### src/rtl/otter_cu_fsm.sv
//------------------------------------------------------------------------------
// otter_cu_fsm : multicycle control FSM for the OTTER core
// Rev 1.0 - initial release
//------------------------------------------------------------------------------
`default_nettype none

module otter_cu_fsm #(
  parameter int INSTRET_W = 32
) (
  input  logic                 CLK,
  input  logic                 RST,
  input  logic                 INTR,
  input  logic                 MIE,
  input  logic [6:0]           IR_OPCODE,
  input  logic [2:0]           IR_FUNCT,
  output logic                 PC_WRITE,
  output logic                 PC_RST,
  output logic                 REG_WRITE,
  output logic                 MEM_RDEN1,
  output logic                 MEM_RDEN2,
  output logic                 MEM_WE2,
  output logic                 CSR_WE,
  output logic                 INT_TAKEN,
  output logic                 MRET_EXEC,
  output logic [INSTRET_W-1:0] INSTRET
);

  localparam logic [6:0] c_OP_LOAD   = 7'b0000011;
  localparam logic [6:0] c_OP_STORE  = 7'b0100011;
  localparam logic [6:0] c_OP_BRANCH = 7'b1100011;
  localparam logic [6:0] c_OP_OP     = 7'b0110011;
  localparam logic [6:0] c_OP_OPIMM  = 7'b0010011;
  localparam logic [6:0] c_OP_LUI    = 7'b0110111;
  localparam logic [6:0] c_OP_AUIPC  = 7'b0010111;
  localparam logic [6:0] c_OP_JAL    = 7'b1101111;
  localparam logic [6:0] c_OP_JALR   = 7'b1100111;
  localparam logic [6:0] c_OP_SYSTEM = 7'b1110011;

  localparam logic [INSTRET_W-1:0] c_ONE = {{(INSTRET_W-1){1'b0}}, 1'b1};

  typedef enum logic [2:0] {
    ST_INIT  = 3'd0,
    ST_FETCH = 3'd1,
    ST_EXEC  = 3'd2,
    ST_WB    = 3'd3,
    ST_INTR  = 3'd4
  } state_t;

  state_t                 state_q;
  state_t                 state_d;
  logic [INSTRET_W-1:0]   instret_q;
  logic                   w_complete;
  logic                   w_is_load;

  assign w_is_load = (IR_OPCODE == c_OP_LOAD);

  // Loads retire at WB; every other instruction retires in EXEC.
  assign w_complete = ((state_q == ST_EXEC) && !w_is_load) || (state_q == ST_WB);

  always_comb begin
    state_d   = ST_INIT;
    PC_WRITE  = 1'b0;
    PC_RST    = 1'b0;
    REG_WRITE = 1'b0;
    MEM_RDEN1 = 1'b0;
    MEM_RDEN2 = 1'b0;
    MEM_WE2   = 1'b0;
    CSR_WE    = 1'b0;
    INT_TAKEN = 1'b0;
    MRET_EXEC = 1'b0;

    case (state_q)
      ST_INIT: begin
        PC_RST  = 1'b1;
        state_d = ST_FETCH;
      end

      ST_FETCH: begin
        MEM_RDEN1 = 1'b1;
        state_d   = ST_EXEC;
      end

      ST_EXEC: begin
        state_d = (INTR && MIE) ? ST_INTR : ST_FETCH;
        case (IR_OPCODE)
          c_OP_LOAD: begin
            MEM_RDEN2 = 1'b1;
            state_d   = ST_WB;
          end
          c_OP_STORE: begin
            MEM_WE2  = 1'b1;
            PC_WRITE = 1'b1;
          end
          c_OP_BRANCH: begin
            PC_WRITE = 1'b1;
          end
          c_OP_OP, c_OP_OPIMM, c_OP_LUI, c_OP_AUIPC, c_OP_JAL, c_OP_JALR: begin
            PC_WRITE  = 1'b1;
            REG_WRITE = 1'b1;
          end
          c_OP_SYSTEM: begin
            PC_WRITE = 1'b1;
            if (IR_FUNCT != 3'b000) begin
              REG_WRITE = 1'b1;
              CSR_WE    = 1'b1;
            end else begin
              MRET_EXEC = 1'b1;
            end
          end
          default: begin
            // Unknown opcodes are skipped but still retire.
            PC_WRITE = 1'b1;
          end
        endcase
      end

      ST_WB: begin
        REG_WRITE = 1'b1;
        PC_WRITE  = 1'b1;
        state_d   = (INTR && MIE) ? ST_INTR : ST_FETCH;
      end

      ST_INTR: begin
        INT_TAKEN = 1'b1;
        PC_WRITE  = 1'b1;
        state_d   = ST_FETCH;
      end

      default: begin
        state_d = ST_INIT;
      end
    endcase
  end

  always_ff @(posedge CLK) begin
    if (RST) begin
      state_q   <= ST_INIT;
      instret_q <= '0;
    end else begin
      state_q <= state_d;
      if (w_complete) begin
        instret_q <= instret_q + c_ONE;
      end
    end
  end

  assign INSTRET = instret_q;

endmodule

`default_nettype wire
### config.mk
export PLATFORM = sky130hd
export DESIGN_NAME = otter_cu_fsm
export DESIGN_NICKNAME = d
export VERILOG_FILES = /design/src/rtl/otter_cu_fsm.sv
export SDC_FILE = /design/constraint.sdc
export NUM_CORES = 1
export LEC_CHECK = 0
export ABC_AREA = 1
export BUFFER_PORTS_ARGS = -buffer_cell sky130_fd_sc_hd__buf_4
export CORE_MARGIN = 4
export CORE_UTILIZATION = 53
export DETAILED_ROUTE_END_ITERATION = 6
export PLACE_DENSITY = 0.84
export SYNTH_ARGS = -nofsm -noshare
export SYNTH_HDL_FRONTEND = slang
export SYNTH_SLANG_ARGS = --single-unit
### constraint.sdc
create_clock -name CLK -period 1.85 [get_ports CLK]
set_input_delay 0 -clock CLK [delete_from_list [all_inputs] [get_ports CLK]]
set_output_delay 0 -clock CLK [all_outputs]
set_load 0.01 [all_outputs]
### Yosys cells after proc, flatten, opt, wreduce, memory -nomap -nowiden

Cells that the tools add are included.

* bits in registers: 35
* output and inout bits: 41
* logic and storage cells: 45

* add/sub/neg operators: 1
* equal/unequal tests: 13
* muxes and demuxes: 20
* reduce and logical (&&, ||, !) cells: 9

Operator list (number)
* 32-bit by 1-bit adder with 32-bit output (second input constant): 1
* 7-bit by 6-bit equality test with 1-bit output (second input constant): 3
* 7-bit equality test (second input constant): 3
* 7-bit by 5-bit equality test with 1-bit output (second input constant): 2
* 1-bit 2-to-1 mux: 14
* 3-bit case mux with 4 select lines: 1
* 7-bit by 2-bit equality test with 1-bit output (second input constant): 1
* 3-bit by 2-bit equality test with 1-bit output (second input constant): 2
* 3-bit 2-to-1 mux: 2
* 1-bit case mux with 2 select lines: 3
* 6-bit OR reduction: 1
* 2-bit OR reduction: 2
* 3-bit by 1-bit equality test with 1-bit output (second input constant): 1
* 3-bit equality test (second input constant): 1
* 3-bit zero test: 1
* 3-bit nonzero test: 1
* 1-bit logical AND: 2
* 1-bit zero test: 1
* 1-bit logical OR: 1

### Logic depth before layout (Yosys ltp)

* depth in word-level cells: 4
* gate-level depth with buffers: 11
* mapped depth without buffers: 10

### Worst setup path before layout

No wires, ideal clock.

* kind: reg-to-reg
* from: register instret_q[0] (netlist: INSTRET[0])
* to: register instret_q[26] (netlist: INSTRET[26])
* setup time: 0.113 ns
* arrival: 1.490 ns
* setup slack: 0.247 ns
* cell stages (with the launch flop): 9
* clock period less this slack: 1.603 ns
* cell sequence: dfxtp_1 > ha_1 > inv_1 > nor2_2 > nand3_2 > nor2_1 > nand3_1 > nor2_1 > nor2_1

* cells in the longest elaborated chain, start to end: 1

RTL lines
* from (decl): line 51 `logic [INSTRET_W-1:0] instret_q;`
* from (signal assigned): line 142 `instret_q <= instret_q + c_ONE;`
* 32-bit by 1-bit adder with 32-bit output: line 142

Every way passes these cells.
A chain may end at the register's enable or synchronous reset.

### Final worst setup path

* from: register state_q[2]
* to: output PC_WRITE

* cells in the longest elaborated chain, start to end: 3

RTL lines
* from (decl): line 49 `state_t state_q;`
* from (signal assigned): line 140 `state_q <= state_d;`
* 3-bit by 2-bit equality test with 1-bit output or 3-bit equality test (tied branches): line 72 `case (state_q)`
* 2-bit OR reduction (no line)
* 1-bit case mux with 2 select lines (*): line 72
* to (decl): line 16 `output logic PC_WRITE,`

Every way passes the cells marked *; elsewhere a longest branch is shown, timed or not.

==> metrics.txt <==
status=finished clean; clk buf depth=2; RePlAce Congestion=0.856; Rows=23; synth warn=0; Slew HR=68.2%; via count=2386; Area growth, synth to finish=25.5%; RSZ-0062 raised after global routing=no; post-synthesis cell count=360; Synth top cells by count=112 x nand2_1, 65 x nor2_1, 46 x inv_1; critical path fanouts, max=10; Clk Latency, worst-skew pair=0.29 ns; slew at the pin with the worst max-slew slack=0.477 ns; sw frac=26.4%; Hold Vio Cnt, Final=0; DR WL/cell=11.4 µm; overall power=1.49 mW; die area=5200 µm²; Layout Nets=435; first-pass detailed-route iteration total=4; Max Cap Violations=0; clock network fraction of design power=36.5%; Switch Pwr=0.394 mW; Starting Density=54.4%; #FFs+latches synth=35; hold depth=4; Finished Core Util=68.3%; async set-reset flop share out of synthesis=0%; I/O Buffers=54; Ports=55; Cell Area, Synth=2180 µm²; post-detail-place hpwl=4.15 mm; Crit Path Class=reg -> out; maximum vdd drop=0.368 mV; Internal=1.10 mW; core area=4000 µm²; Post-synth EDFFs=0; synth unique cells=30; H-tree depth=2; minimum hold slack=0.0372 ns; grt ovf=0; Routed WL=5.38 mm; Mapped Avg Cell Area=6.05 µm²; post-synth net total=375; Post-DP Area=2620 µm²; Hold Path Class=in -> reg; Leak=1.16 nW; Sink Count=35; GRT Util Overall=22.2%; pwr/cell area=547 nW/µm²; Crit path required time=1.85 ns; Ant. Diodes=0; sequential share of power=51.6%; clock root buffer master=clkbuf_8; post-route ant nets=0; top_reg_cell synth=dfxtp_1; largest cells by area after synthesis=dfxtp_1 32%, nand2_1 19%, nor2_1 11%, inv_1 7.9%, nand3_1 6.4%; Pins Over Slew Limit=0; CTS Buf Count=5; DRC errors left=0; Sum Neg Setup Slack=0 ns; initial antenna violation count=0; DR iter-0 viols=147; final worst path period need=1.61 ns; startpoint types=flip-flop; Fmax=620 MHz; share of cells above drive strength 1=18.8%; Finished Cell Area=2730 µm²; Crit. End Element=output port; CTS tree=done; vias per cell=5.07; vias in the first global route=2210; Final Skew=0.00621 ns; post-synthesis sequential area ratio=32.2%; pin count of the biggest net entering global routing=48; count leader, synth=nand2_1; worst path arrival time=1.61 ns; Final Cycle Share=87.2%; CTS clk-pin slew, worst paths=0.07 ns; R2R cell count=9; combinational share of power=11.9%; die height=72.1 µm; post-synth top area share=32.2%; first-pass GRT wire length=9.36 mm; Horiz. Die Dim=72.1 µm; setup violators final=0; largest area contributor in the netlist=dfxtp_1
[state kept, by name (all words and copies together) (netlist names)]
| signal | count |
|---|---|
| INSTRET | 32 |
| state_q | 3 |
[layer usage]
metal	global-route usage, %	vias to the layer above	wire, µm
li1	-	1243	-
met3	4.99	6	328
met5	0	-	0
met1	27.7	1070	2410
met4	8.14	0	71
met2	37.3	67	2560
[final timing paths]
kind	start	end	slack, ns
worst max-delay path	state_q[2]	PC_WRITE	0.24
worst min-delay path	IR_OPCODE[5]	state_q[0]	0.04
worst max register to register	INSTRET[1]	INSTRET[26]	0.25
worst min register to register	INSTRET[8]	INSTRET[8]	0.51
[power by group through the flow]
stage | combinational (mW) | clock [mW] | sequential, mW
global route | 0.198 | 0.578 | 0.771
CTS | 0.178 | 0.554 | 0.771
finish | 0.178 | 0.546 | 0.770
floorplan | 0.114 | 0 | 0.790
detailed placement | 0.174 | 0 | 0.788
global placement | 0.169 | 0 | 0.787
[worst max-delay path: stages, from the launching register on]
cell and delay (ns):
dfxtp_1 0.46, nor3_4 0.10, a21oi_2 0.41, o21ai_0 0.16, buf_4 0.17
[through the flow]
step           cells  worst slack [ns]
2_1_floorplan    360             0.247
3_3_place_gp     460             0.348
3_5_place_dp     460             0.268
4_1_cts          471             0.250
5_1_grt          471            0.0329
6_report         471             0.236
[what timing repair did]
item | CTS | global route
hold endpoints to repair | 10 | 0
hold buffers | 3 | 0
resized for setup | 0 | 0
setup buffers | 0 | 0
[layout make-up]
cell class	instances	area [µm²]
tap	50	62.6
clock buffer	7	76.3
sequential	35	701
multi-input combinational	269	1230
timing repair buffer	61	478
clock inverter	1	5.00
fill	371	1270
inverter	48	180
[layout by cell type, fill, tap and decap left out, types with 5 or more instances in the layout]
| cell | instances |
|---|---|
| clkbuf_8 | 5 |
| nor2_2 | 5 |
| nand3_1 | 28 |
| nor2_1 | 65 |
| inv_1 | 46 |
| nand2_1 | 112 |
| a21oi_1 | 20 |
| buf_4 | 57 |
| dfxtp_1 | 35 |
| nand4_1 | 9 |
[kinds of logic (layout without fill, tap and decap cells)]
family,count (synthesis),in the layout,synth area share (%)
flops,35,35,32.2
compound gates,26,26,6.32
simple gates,237,237,47.5
xor+xnor,5,5,2.01
fa+ha+maj,1,1,0.575
buf+inv,56,117,11.4
Power figures use the tool's default switching activity.
